==> config.mk <==
export PLATFORM = sky130hd
export DESIGN_NAME = ff_jk_err_cnt
export DESIGN_NICKNAME = d
export VERILOG_FILES = /design/src/rtl/ff_jk_err_cnt.sv
export SDC_FILE = /design/constraint.sdc
export NUM_CORES = 1
export LEC_CHECK = 0
export ABC_CLOCK_PERIOD_IN_PS = 3850
export BUFFER_PORTS_ARGS = -buffer_cell sky130_fd_sc_hd__buf_2
export CAP_MARGIN = 10
export CORE_AREA = 4 4 41 43
export CTS_CLUSTER_SIZE = 40
export DETAILED_ROUTE_END_ITERATION = 8
export DIE_AREA = 0 0 45 47
export GPL_TIMING_DRIVEN = 1
export SLEW_MARGIN = 20
export SYNTH_ARGS = -nofsm -noshare
export SYNTH_HDL_FRONTEND = slang
export SYNTH_SLANG_ARGS = --single-unit
==> constraint.sdc <==
create_clock -name iClk -period 3.85 [get_ports iClk]
set_clock_uncertainty 0.05 [all_clocks]
set_input_delay 0.1925 -clock iClk [delete_from_list [all_inputs] [get_ports iClk]]
set_output_delay 0.1925 -clock iClk [all_outputs]
set_load 0.05 [all_outputs]
==> src/rtl/ff_jk_err_cnt.sv <==
// Saturating error-cycle counter with sticky flag; a clear in the same cycle
// as an increment wins, so that error is dropped.
module ff_jk_err_cnt #(
  parameter int CNT_W = 8
) (
  input  logic             iClk,
  input  logic             iRst_n,
  input  logic             iClr,
  input  logic             iInc,
  output logic [CNT_W-1:0] oCnt,
  output logic             oSticky
);

  localparam logic [CNT_W-1:0] CNT_MAX  = {CNT_W{1'b1}};
  localparam logic [CNT_W-1:0] CNT_ZERO = {CNT_W{1'b0}};
  localparam logic [CNT_W-1:0] CNT_ONE  = CNT_W'(1);

  logic [CNT_W-1:0] r_cnt;
  logic             r_sticky;

  // Count error cycles up to saturation; clear has priority over increment
  always_ff @(posedge iClk or negedge iRst_n) begin
    if (!iRst_n) begin
      r_cnt    <= CNT_ZERO;
      r_sticky <= 1'b0;
    end else if (iClr) begin
      r_cnt    <= CNT_ZERO;
      r_sticky <= 1'b0;
    end else if (iInc) begin
      r_sticky <= 1'b1;
      if (r_cnt != CNT_MAX) begin
        r_cnt <= r_cnt + CNT_ONE;
      end else begin
        r_cnt <= r_cnt;
      end
    end else begin
      r_cnt    <= r_cnt;
      r_sticky <= r_sticky;
    end
  end

  assign oCnt    = r_cnt;
  assign oSticky = r_sticky;

endmodule

Word-level counts from Yosys, hierarchy flattened
Index checks and enable logic that the tools add are counted.
{"block": "op_classes", "add_sub_neg": 1, "eq_ne": 1, "mux": 5, "reduce_logical": 3}
{"cell": "$mux W8", "n": 3}
{"cell": "$add A8 B1 Y8 const B", "n": 1}
{"cell": "$ne A8 B8 Y1 const B", "n": 1}
{"cell": "$reduce_bool A2 Y1", "n": 2}
{"cell": "$mux W1", "n": 2}
{"cell": "$reduce_and A2 Y1", "n": 1}
{"block": "word_totals", "ff_bits": 9, "input_bits": 4, "out_inout_bits": 9, "elab_cells": 12}

Logic depth before layout (Yosys ltp)
Gate-level depths: netlist of run 1.
{"block": "depth", "ltp_word": 4, "depth_mapped": 4, "mapped_depth_nobuf": 4}

Worst setup path after synthesis of run 1
OpenSTA, ideal clock, no wires.
{"block": "synth_timing", "kind": "register to register", "start": "reg r_cnt[0] (netlist: oCnt[0])", "end": "reg r_cnt[0] (netlist: oCnt[0])", "setup_time_ns": 0.125, "t_arrival_ns": 1.599, "required_time_ns": 3.675, "path_slack_ns": 2.076, "stages_incl_launch_ff": 5, "path_buffers": 0, "synth_period_minus_slack_ns": 1.774, "path_cell_list": "dfrtp_1 ha_1 and3_4 a21boi_4 mux2_4"}
{"block": "synth_between", "elab_chain_cells": 4, "elab_cells_between_ends": 7, "cone_classes": "1 x add/sub; 1 x eq/ne; 3 x mux; 2 x reduce/logical"}
{"element": "start: declaration", "line": "18", "text": "logic [CNT_W-1:0] r_cnt;"}
{"element": "start signal: assignment", "line": "32", "text": "r_cnt <= r_cnt + CNT_ONE;"}
{"element": "start signal: assignment", "line": "34", "text": "r_cnt <= r_cnt;"}
{"element": "start signal: assignment", "line": "37", "text": "r_cnt <= r_cnt;"}
{"element": "$add A8 B1 Y8", "line": "32"}
{"element": "$mux W8", "line": "31", "text": "if (r_cnt != CNT_MAX) begin"}
{"element": "$mux W8", "line": "29", "text": "end else if (iInc) begin"}
{"element": "$mux W8", "line": "26", "text": "end else if (iClr) begin"}
Several ways; a longest one is shown, not always the timed one. The select of a mux whose other input is x is not followed.
A chain may end at the register's enable or synchronous reset.

Worst setup path in the final report of run 1
Ends and elaborated chain as after synthesis.

==> reports/summary.md, run 1 <==
The post-layout minimum cycle time is 1.599 ns, and the DRC violations left is 0. The tools report the starting density of the core as 37.60%. The class of the worst hold path is in2reg. The run gives 1718 µm as the global-route wire length before repair. Setup repair after global routing left no endpoint under its margin. The share of cell area taken by muxes after synthesis is 5.115%, and the area of the die is 0.002115 mm². The design area was 595.6 µm²; the cell area after technology mapping was 489.2 µm².

Count of different cell masters after synthesis: 25. The type of element capturing the critical path is a flop. Across all layers, the routed design uses 431 vias. The fraction of synthesized cell area in xor and xnor cells works out to 0%. The tools report the number of design-rule violations left by the first detailed-router iteration as 4. The run gives 1.70 ns as the arrival time at the worst endpoint. By area the synthesized netlist is led by sky130_fd_sc_hd__dfrtp_1, sky130_fd_sc_hd__a311oi_1, sky130_fd_sc_hd__a211oi_1. Global routing consumed, over all layers together, 11.94% of the routing resources. The deepest clock path buffer count is 2, and the post-synthesis instance total is 45. The worst setup path is of the reg2reg kind. TritonCTS built the clock tree. For this block, the routed nets add up to 1006 µm of wire.

Number of synthesized flops with an enable pin: 0. The later pin in the worst-skew pair is clocked with a latency of 0.26 ns. By count the netlist is led by sky130_fd_sc_hd__dfrtp_1, sky130_fd_sc_hd__a21oi_1, sky130_fd_sc_hd__a211oi_1, sky130_fd_sc_hd__a311oi_1, sky130_fd_sc_hd__nor2_1. The tools report the final number of max-transition violations as 0. At the pin with the least slew margin, the transition time is 0.2520 ns. The via count of the first global-routing pass was 376. For this design the ratio of total power to cell area is 342.7 mW/mm². The wire-length estimate of the detail-placed layout is 732.9 µm. The maximum number of pins on one net before global-route repair was 12. Clock-pin slew was measured on the worst setup and hold paths at 0.06 ns. The area of the core region was 0.001301 mm²; the cell leakage power was 0.2783 nW. Based on the critical path, the design can be clocked at up to 625.5 MHz. In the final design database the tool counted 66 nets.

The root buffer cell was sky130_fd_sc_hd__clkbuf_4. sky130_fd_sc_hd__dfrtp_1 takes more of the synthesized area than any other cell. The mean instance size in the synthesized netlist was 10.87 µm²; the number of warning messages in the yosys log was 0. The tools report the setup slack of the critical path after layout as 2.251 ns. The portion of the clock cycle consumed by the worst path in the final layout is 41.52%. After floorplanning, the core was divided into 13 placement rows.

Counting the fill cells in the layout gives 138. Setup violations remaining at the end of the flow were counted as 0. In this run the vertical extent of the chip is 47 µm. Yosys instantiated no cell more often than sky130_fd_sc_hd__dfrtp_1.

In this run the tightest slew margin relative to its limit is 83.32%. Summing the areas of all and, or, nand and nor instances in the mapped netlist gives 23.53% of the synthesized area. Once layout is complete, the cells apart from fillers number 75. After detailed routing, the number of vias per cell comes to 5.747.

Across the whole layout, storage elements account for 225.2 µm². For this run, the leading register cell type out of synthesis is sky130_fd_sc_hd__dfrtp_1. The layout cell share with drive strength beyond 1 was 33.33%.

The number of antenna violations at the first check in global routing is 0, and the mean routed wirelength per cell is 13.41 µm. The final weighted congestion of routability-driven global placement is 0.7274, and the residual overflow from global routing is 0. The die boundary width came out at 45 µm.

From synthesis to final layout, the design area changed by 21.74%. CTS saw 9 sinks. Data on the critical path is required at its endpoint by 3.95 ns.

After Yosys synthesis, full adders, half adders and majority gates account for 2.558% of the synthesized area. For the deepest level of the CTS H-tree, the log shows 1. Biggest fanout along the worst timing path: 7. In the synthesized netlist the async set-or-reset flop fraction comes to 100.0%. The smallest hold slack was 0.1827 ns; the sequential share of the synthesized area was 46.04%. The compound-cell area share of the yosys netlist works out to 20.97%. Fraction of post-synthesis cell area in the top cell type by area: 46.04%.

Timing analysis after detailed placement gives a worst setup slack of 2.257 ns. For the total count of hold-check failures in the final report, the log shows 0. The tools report the number of antenna-violating nets in the routed design as 0.

Counting every net in the synthesized netlist gives 50. The buffer count from post-CTS setup fixing was 0; the number of buffers added on ports was 12. The tools report the number of top-level pins as 13. Max-cap violations in this run came to 0. Clock tree synthesis inserted a total of 3 buffers. The type of element launching the critical path is a flop. The placed instances occupy a cell area of 559.3 µm². Number of diodes added for antenna fixing: 0. The total iterations of the first detailed-routing run came out at 2. By area, the combinational part of the netlist is dominated by simple AND/OR/NAND/NOR gates.

Peak ir drop on the vdd network: 0.1390 mV. The flow ran to the end, and the final reports show no timing, DRC or antenna violations. The post-placement cell count is 70, and the post-synthesis sequential element count is 9.

Summed over all failing endpoints, the final setup total negative slack is 0 ns. The multi-input gate area in the final layout is 255.2 µm².
## path summary, 6_finish.rpt
path | start | end | slack, ns | cells past startpoint
max | oCnt[0] | oCnt[0] | 2.25 | 4
min | iClr | oSticky | 0.18 | 2
max reg2reg | oCnt[0] | oCnt[0] | 2.25 | 4
min reg2reg | oSticky | oSticky | 0.44 | 2
max in group asynchronous | iRst_n | oCnt[1] | 3.32 | 2
min in group asynchronous | iRst_n | oSticky | 0.25 | 2
## through the flow
stage          power, mW  util [%]
3_5_place_dp      0.1301     42.98
6_report          0.2041     45.77
4_1_cts           0.2075     45.77
3_3_place_gp      0.1302     42.98
5_1_grt           0.2144     45.77
2_1_floorplan     0.1220         -
## critical path, cell delays in order, from the launching register on
cell and delay, ns:
sky130_fd_sc_hd__dfrtp_1 0.44, sky130_fd_sc_hd__ha_1 0.27, sky130_fd_sc_hd__and3_4 0.22, sky130_fd_sc_hd__a21boi_4 0.19, sky130_fd_sc_hd__mux2_4 0.31
## state kept, by name, indices dropped and copies added (netlist names)
| signal | cells |
|---|---|
| oSticky | 1 |
| oCnt | 8 |
## cells in the final DEF, fill, tap and decap left out, types with 2 or more instances in the layout
| cell | instances |
|---|---|
| sky130_fd_sc_hd__nand2b_1 | 2 |
| sky130_fd_sc_hd__clkbuf_4 | 3 |
| sky130_fd_sc_hd__nor2_1 | 3 |
| sky130_fd_sc_hd__a311oi_1 | 3 |
| sky130_fd_sc_hd__buf_2 | 12 |
| sky130_fd_sc_hd__nor2b_1 | 2 |
| sky130_fd_sc_hd__nor3_1 | 2 |
| sky130_fd_sc_hd__a21oi_1 | 4 |
| sky130_fd_sc_hd__dfrtp_1 | 9 |
| sky130_fd_sc_hd__a211oi_1 | 3 |
## power by group
part / total [mW] / internal, mW / switching (mW)
Sequential: 0.101 / 0.0973 / 0.00354
Combinational: 0.0278 / 0.00901 / 0.0188
Clock: 0.0754 / 0.0401 / 0.0354
## cells by family after synthesis
| logic type | Yosys count |
|---|---|
| and+or+nand+nor | 18 |
| buffers and inverters | 2 |
| muxes | 2 |
| AOI/OAI and AO/OA | 13 |
| adders and majority gates | 1 |
| DFF | 9 |
## area by class of cell
cell class / instances / share of cell area (%)
flip-flops and latches: 9 / 37.82
multi-input cells: 34 / 42.86
repair buffers: 13 / 11.76
well taps: 15 / 3.151
clock buffers: 4 / 4.412
## metal layers
metal,up-vias,track usage (%),share of wire [%]
met5,-,0,0
met4,0,10.53,2.4
met3,2,3.831,7.1
met2,12,15.25,42
met1,211,15.81,49
li1,206,-,-
## what timing repair did
| item | CTS | global route |
|---|---|---|
| hold buffers | 1 | 0 |
| gates resized for setup | 0 | 0 |
| endpoints found under the hold margin | 9 | 0 |
Note: power is estimated with default switching activity, not from simulation.
==> run 2: changes to the inputs <==
Settings changed: ABC_AREA set to 1, ABC_CLOCK_PERIOD_IN_PS 3850 to 1430, CORE_AREA 4 4 41 43 to unset, CORE_MARGIN set to 4, CORE_UTILIZATION set to 40, DIE_AREA 0 0 45 47 to unset.
Clock period 3.85 ns to 1.43 ns, I/O delays scaled along.
==> run 2 against run 1 <==
Compared with the run above:
- register-to-register slack got worse by 2.1 ns
- clock power increased to 2.7 times the previous value
- clock-buffer cell count unchanged
- area after synthesis increased by 16%
- critical path depth increased by 4
- sequential power increased to 2.7 times the previous value
- maximum frequency increased by 24%
- critical path type unchanged
- largest power group unchanged
==> reports/summary.md, run 2 <==
The area of the die is 0.002087 mm² (-1.3%), and the source-to-sink clock delay at the later pin of the worst-skew pair is 0.26 ns (about the same). The compound-cell area share of the yosys netlist is 0.8811% (-20 points), and the flip-flop count of the largest register after layout is 8 (unchanged). The tools report the deepest level of the CTS H-tree as 1 (unchanged). TritonCTS built the clock tree. Leaving out fill and tap cells, the most frequent cells in the layout are sky130_fd_sc_hd__nand2_1, sky130_fd_sc_hd__nand3_1, sky130_fd_sc_hd__buf_2.

The total count of hold-check failures in the final report was 0 (unchanged); the fraction of post-synthesis cell area in the top cell type by area was 39.65% (-6.4 points). Class of the worst hold path: in2reg. Leaving out fill and tap cells, the most frequent cell in the layout is sky130_fd_sc_hd__nand2_1. The run gives 0.001318 mm² (+1.2%) as the area of the core region. The tools report the clock sink count as 9 (unchanged). The cell sitting at the root of the clock tree is a sky130_fd_sc_hd__clkbuf_4. The net total in the final layout is 100 (+52%).

The simple-gate area share of the yosys netlist came out at 48.02% (+24 points). The biggest fanout along the worst timing path is 10 (+3), and the total iterations of the first detailed-routing run is 6 (+4). The logs give 705.7 µm² (+18%) for the design area and 2 (+1) for the number of buffers inserted by hold repair at cts.

The count of different cell masters after synthesis is 17 (-32%), and the final number of setup-violating endpoints is 0 (unchanged). The die boundary width is 45.69 µm (+1.5%). The logs give 0 (unchanged) for the residual overflow from global routing and 0.14 ns (-2.11 ns) for the internal reg-to-reg setup slack. The share of synthesized cell area in full adder, half adder and majority cells came out at 2.203% (-0.35 points). The number of antenna violations at the first check in global routing was 0 (unchanged).

The post-synthesis sequential element count was 9 (unchanged); the number of warning messages in the yosys log was 0 (unchanged). The tools report the net count after synthesis as 82 (+64%). The critical path goes through ha_4, nand2_2, nor2_4, nand2_4, nand2_8, inv_4, nand3b_1, nand2_1.

The slew at the pin closest to its max-slew limit works out to 0.3061 ns (+0.05414 ns). The portion of the clock cycle consumed by the worst path in the final layout was 90.11% (+49 points); the upper clock frequency limit was 776.1 MHz (+24%). By count the netlist is led by sky130_fd_sc_hd__nand2_1, sky130_fd_sc_hd__nand3_1, sky130_fd_sc_hd__dfrtp_1, sky130_fd_sc_hd__nor2_1, sky130_fd_sc_hd__inv_1.

By instance count, the leading cell after synthesis is sky130_fd_sc_hd__nand2_1. Cell with the largest stage delay on the worst path: sky130_fd_sc_hd__dfrtp_2. The type of element capturing the critical path was a flop.

The starting density of the core was 43.11% (+5.5 points). In the synthesized netlist the dominant register cell turns out to be sky130_fd_sc_hd__dfrtp_1. Proportion of register bits with asynchronous set or reset after synthesis: 100.0% (unchanged). Routed via count: 532 (+23%). The number of max-cap violations is 0 (unchanged), and the share of cell area taken by muxes after synthesis is 0% (-5.1 points). The count of cells along the worst register-to-register path is 8 (+4). The main combinational cell family by area after synthesis is simple AND/OR/NAND/NOR gates. The filler cell count is 133 (-3.6%), and the setup TNS is 0 ns (unchanged). Summed over all instances, the cell type with the most area after synthesis is sky130_fd_sc_hd__dfrtp_1. The number of cells on the critical path is 8 (+4), and the number of top-level pins is 13 (unchanged). The worst hold path depth is 3 (+1), and the number of design-rule violations left by the first detailed-router iteration is 16 (+12).

The logs give 79.57% (-3.7 points) for the worst slew margin relative to its limit and 2 (unchanged) for the deepest clock path buffer count. For the CTS buffer count, the log shows 3 (unchanged). Via count of the first global-routing pass: 508 (+35%). The tools report the number of diodes added for antenna fixing as 0 (unchanged).

The run gives 13 (unchanged) as the standard-cell row count. The tools report the arrival time at the worst endpoint as 1.40 ns (-0.30 ns). The tools report the cell area reported after detailed placement as 659.4 µm² (+18%). The buffer count from post-CTS setup fixing came out at 0 (unchanged).

The run gives 14.16% (+2.2 points) as the total global routing track utilization. Maximum number of pins on one net before global-route repair: 12 (unchanged). Number of buffers added on ports: 12 (unchanged). The number of antenna-violating nets in the routed design is 0 (unchanged). The per-cell via count in the routed design came out at 4.881 (-15%).

Vertical die dimension: 45.69 µm (-2.8%). The mean instance size in the synthesized netlist came out at 7.377 µm² (-32%). The run gives 936.4 µm (+28%) as the detailed-placement wirelength estimate. Total of cells resized after clock tree synthesis: 0 (unchanged). The final number of max-transition violations was 0 (unchanged); the post-layout utilization of the core was 53.56% (+7.8 points).

The cell area after technology mapping is 568.0 µm² (+16%), and the peak ir drop on the vdd network is 0.5459 mV (+290%). The clock-pin slew on the worst setup and hold paths came out at 0.07 ns (about the same). Type of element launching the critical path: a flop.

The multi-input gate area in the final layout was 311.5 µm² (+22%). The routed wire length was 1200 µm (+19%). The sequential share of the synthesized area was 39.65% (-6.4 points); the final weighted congestion of routability-driven global placement was 0.7880 (+8.3%). The flow ran to the end, and the final reports show no timing, DRC or antenna violations. The fraction of synthesized cell area in xor and xnor cells is 1.542% (+1.5 points), and the mean routed wirelength per cell is 11.01 µm (-18%).

The signed area change from the synthesized netlist to the final layout is 24.23%. The cell leakage power is 0.3732 nW (+34%). Setup repair after global routing left no endpoint under its margin. The delay of the slowest cell on the worst path came out at 0.41 ns (-0.03 ns). The type of the setup path with the least slack is reg2reg. The layout cell share with drive strength beyond 1 was 30.85% (-2.5 points). The run gives 1.54 ns (-2.41 ns) as the worst endpoint required time.

Total power per unit cell area: 784.2 mW/mm² (+130%). The global-route wire length before repair is 2049 µm (+19%), and the DRC violations left is 0 (unchanged). Post-layout minimum cycle time: 1.289 ns (-0.3101 ns). By area the synthesized netlist is led by sky130_fd_sc_hd__dfrtp_1, sky130_fd_sc_hd__nand2_1, sky130_fd_sc_hd__nand3_1. The post-synthesis instance total was 77 (+71%); the number of buffer and inverter stages on the critical path was 1 (+1). The kind of cell with the highest combined delay along the critical path is simple AND/OR/NAND/NOR gates.

The area taken by flip-flops and latches was 232.7 µm² (+3.3%); the number of synthesized flops with an enable pin was 0 (unchanged).
==> run 2: cell types whose count changed in the layout (fill, tap and decap cells not counted), sizes merged, moves of 2 or more <==
cell    change
and3        -2
nor2b       -2
nand2      +26
a211oi      -3
nand2b      -2
a311oi      -3
nand3      +13
a21oi       -3
nor2        +9
and4        -3
inv         +9
==> run 2: cell families after synthesis <==
family / after synthesis
and+or+nand+nor: 55
buffers and inverters: 10
DFF: 9
AOI/OAI and AO/OA: 1
xor gates and xnor gates: 1
adders and majority gates: 1
==> run 2: where the power goes <==
part	internal, mW	switching, mW
sequential	0.262	0.00867
combinational	0.0237	0.0567
clock	0.108	0.0945
==> run 2: tightest hold or removal path, cell delays in order <==
cell	delay (ns)
sky130_fd_sc_hd__buf_2	0.14
sky130_fd_sc_hd__nor2_1	0.06
sky130_fd_sc_hd__nor2_1	0.07
==> run 2: layout make-up <==
cell class	instances	area share, %
sequential	9	32.98
multi-input combinational	58	44.15
clock buffer	4	3.723
timing repair buffer	14	11.35
inverter	9	5.142
tap	15	2.660
==> run 2: metrics by stage <==
stage / cells / hold WS (ns) / setup slack (ns) / power, mW
6_report: 109 / 0.07387 / 0.1414 / 0.5534
4_1_cts: 109 / 0.07184 / 0.1501 / 0.5596
3_5_place_dp: 103 / -0.1100 / 0.1534 / 0.3533
5_1_grt: 109 / 0.1168 / 0.04958 / 0.5780
2_1_floorplan: 77 / -0.2741 / 0.009750 / 0.3285
3_3_place_gp: 103 / -0.1141 / 0.1798 / 0.3521
==> run 2: metal layers <==
metal  global-route usage, %  wire length, µm  vias up
met3                   3.557               88        4
li1                        -                -      277
met1                   19.71              556      226
met4                   7.018               22        0
met5                       0                0        -
met2                   20.06              532       25
==> run 2: final timing paths <==
kind | start | to
min in group asynchronous | iRst_n | oCnt[0]
min reg2reg | oSticky | oSticky
max | oCnt[0] | oCnt[3]
max reg2reg | oCnt[0] | oCnt[3]
min | iInc | oSticky
max in group asynchronous | iRst_n | oCnt[5]
==> run 3: changes to the inputs <==
Settings changed: CORE_AREA set to 4 4 41 43, CORE_MARGIN 4 to unset, CORE_UTILIZATION 40 to unset, DIE_AREA set to 0 0 45 47, PLACE_DENSITY set to 0.68.
==> run 3 against run 2 <==
Compared with the run above:
- flip-flop and latch count unchanged
- cell count did not move
- non-clock buffer count is the same
- cell area did not move
- routed wire length is 2.6% higher
- register-to-register slack barely moved
- sequential power is essentially flat
- critical path type unchanged
==> reports/summary.md, run 3 (synthesis results as in run 2) <==
The flow ran to the end, and the final reports show no timing, DRC or antenna violations. The net total in the final layout came out at 100 (unchanged). The per-cell via count in the routed design was 4.872 (-0.19%); the peak ir drop on the vdd network was 0.4719 mV (-14%). The filler cell count was 135 (+1.5%); the setup TNS was 0 ns (unchanged). The critical path is of the reg2reg type. The tools report the worst slew margin relative to its limit as 79.05% (-0.52 points).

The logs give 0.8506 (+7.9%) for the final weighted congestion of routability-driven global placement and 13 (unchanged) for the number of top-level pins. The logs give 705.7 µm² (unchanged) for the design area and 0 (unchanged) for the final number of max-transition violations. The standard-cell row count was 13 (unchanged); the maximum number of pins on one net before global-route repair was 12 (unchanged). The number of antenna violations at the first check in global routing is 0 (unchanged), and the source-to-sink clock delay at the later pin of the worst-skew pair is 0.26 ns (about the same).

The vertical die dimension is 47 µm (+2.9%). TritonCTS built the clock tree. The run gives 0.3732 nW (unchanged) as the cell leakage power. The flip-flop count of the largest register after layout was 8 (unchanged). Setup repair after global routing left no endpoint under its margin. The total of cells resized after clock tree synthesis is 0 (unchanged). The clock-pin slew on the worst setup and hold paths was 0.06 ns (about the same); the mean routed wirelength per cell was 11.29 µm (+2.6%). The run gives 14.18% (+0.025 points) as the total global routing track utilization. The post-layout minimum cycle time is 1.294 ns (+0.005617 ns), and the number of design-rule violations left by the first detailed-router iteration is 10 (-6). The deepest level of the CTS H-tree was 1 (unchanged). In the layout the commonest cells are sky130_fd_sc_hd__nand2_1, sky130_fd_sc_hd__nand3_1, sky130_fd_sc_hd__buf_2.

The run gives 2159 µm (+5.4%) as the global-route wire length before repair. The deepest clock path buffer count was 2 (unchanged); the cell area reported after detailed placement was 659.4 µm² (unchanged). The run gives 0 (unchanged) as the residual overflow from global routing. The library cell used most frequently in the layout, excluding fill and tap cells, is sky130_fd_sc_hd__nand2_1. The signed area change from the synthesized netlist to the final layout was 24.23% (unchanged).

The number of diodes added for antenna fixing was 0 (unchanged). The biggest fanout along the worst timing path was 10 (unchanged); the number of antenna-violating nets in the routed design was 0 (unchanged). The slew at the pin closest to its max-slew limit was 0.3139 ns (+0.007781 ns). STA classifies the critical path endpoint as a flop.

The run gives 772.7 MHz (-0.43%) as the upper clock frequency limit. The run gives 0 (unchanged) as the buffer count from post-CTS setup fixing. The worst setup path is launched from a flop.

The final number of setup-violating endpoints was 0 (unchanged). The area taken by flip-flops and latches is 232.7 µm² (unchanged). The run gives 0.002115 mm² (+1.3%) as the area of the die. The tools report the root buffer cell as sky130_fd_sc_hd__clkbuf_4.

The area of the core region was 0.001301 mm² (-1.2%); the routed via count was 531 (-0.19%). The routed wire length was 1231 µm (+2.6%); the detailed-placement wirelength estimate was 917.8 µm (-2.0%). For the number of max-cap violations, the log shows 0 (unchanged). The multi-input gate area in the final layout is 311.5 µm² (unchanged), and the number of buffers inserted by hold repair at cts is 2 (unchanged). The CTS buffer count was 3 (unchanged); the die boundary width was 45 µm (-1.5%). The via count of the first global-routing pass is 486 (-4.3%), and the total count of hold-check failures in the final report is 0 (unchanged). The tools report the worst endpoint required time as 1.53 ns (about the same).

The portion of the clock cycle consumed by the worst path in the final layout came out at 90.50% (+0.39 points). Starting density of the core: 43.65% (+0.54 points). The run gives 0 (unchanged) as the DRC violations left. The tools report the clock sink count as 9 (unchanged). The path class of the tightest hold or removal check is in2reg. The arrival time at the worst endpoint is 1.40 ns (about the same), and the number of buffers added on ports is 12 (unchanged). The total iterations of the first detailed-routing run came out at 4 (-2). The total power per unit cell area is 781.3 mW/mm² (-0.37%), and the layout cell share with drive strength beyond 1 is 30.85% (unchanged).
## run 3: cell counts in the layout (fill, tap and decap cells not counted)
Identical to the previous run, type by type.
## run 3: worst paths after layout
| check | startpoint | slack [ns] | to | cells past startpoint |
|---|---|---|---|---|
| worst min-delay path | iInc | 0.08 | oSticky | 3 |
| worst max-delay path | oCnt[0] | 0.14 | oCnt[7] | 8 |
| max in group asynchronous | iRst_n | 0.99 | oCnt[4] | 2 |
| worst min register to register | oSticky | 0.44 | oSticky | 2 |
| worst max register to register | oCnt[0] | 0.14 | oCnt[7] | 8 |
| min in group asynchronous | iRst_n | 0.14 | oCnt[2] | 2 |
## run 3: final cells by class
type / instances / share of cell area (%)
Multi-Input combinational cell: 58 / 44.15
Sequential cell: 9 / 32.98
Clock buffer: 4 / 3.723
Timing Repair Buffer: 14 / 11.35
Inverter: 9 / 5.142
Tap cell: 15 / 2.660
## run 3: metrics by stage
stage | setup WS, ns | hold slack, ns | utilization [%] | power [mW] | std cells
final | 0.1358 | 0.07799 | 54.23 | 0.5514 | 109
after global routing | 0.03513 | 0.1222 | 54.23 | 0.5806 | 109
after CTS | 0.1308 | 0.08286 | 54.23 | 0.5531 | 109
after detailed placement | 0.1583 | -0.1119 | 50.67 | 0.3524 | 103
after global placement | 0.1857 | -0.1155 | 50.67 | 0.3516 | 103
after floorplan | 0.009750 | -0.2741 | - | 0.3285 | 77
## run 3: routing by layer
metal	GRT usage (%)	share of wire [%]	vias up
met4	7.018	1.5	0
met2	23.16	47	16
met5	0	0	-
met1	17.95	46	234
met3	2.682	5.0	5
li1	-	-	276
## run 3: power by group
| part | internal (mW) | total, mW | switching [mW] |
|---|---|---|---|
| sequential | 0.262 | 0.271 | 0.00882 |
| combinational | 0.0230 | 0.0808 | 0.0578 |
| clock | 0.108 | 0.200 | 0.0919 |
| total | 0.393 | 0.551 | 0.158 |
## run 3: critical path, stage by stage, from the launching register on
cell and delay (ns):
sky130_fd_sc_hd__dfrtp_2 0.41, sky130_fd_sc_hd__ha_4 0.15, sky130_fd_sc_hd__nand2_2 0.07, sky130_fd_sc_hd__nor2_4 0.13, sky130_fd_sc_hd__nand2_4 0.08, sky130_fd_sc_hd__nand2_8 0.10
sky130_fd_sc_hd__inv_4 0.05, sky130_fd_sc_hd__nand3_1 0.09, sky130_fd_sc_hd__nand2_1 0.05
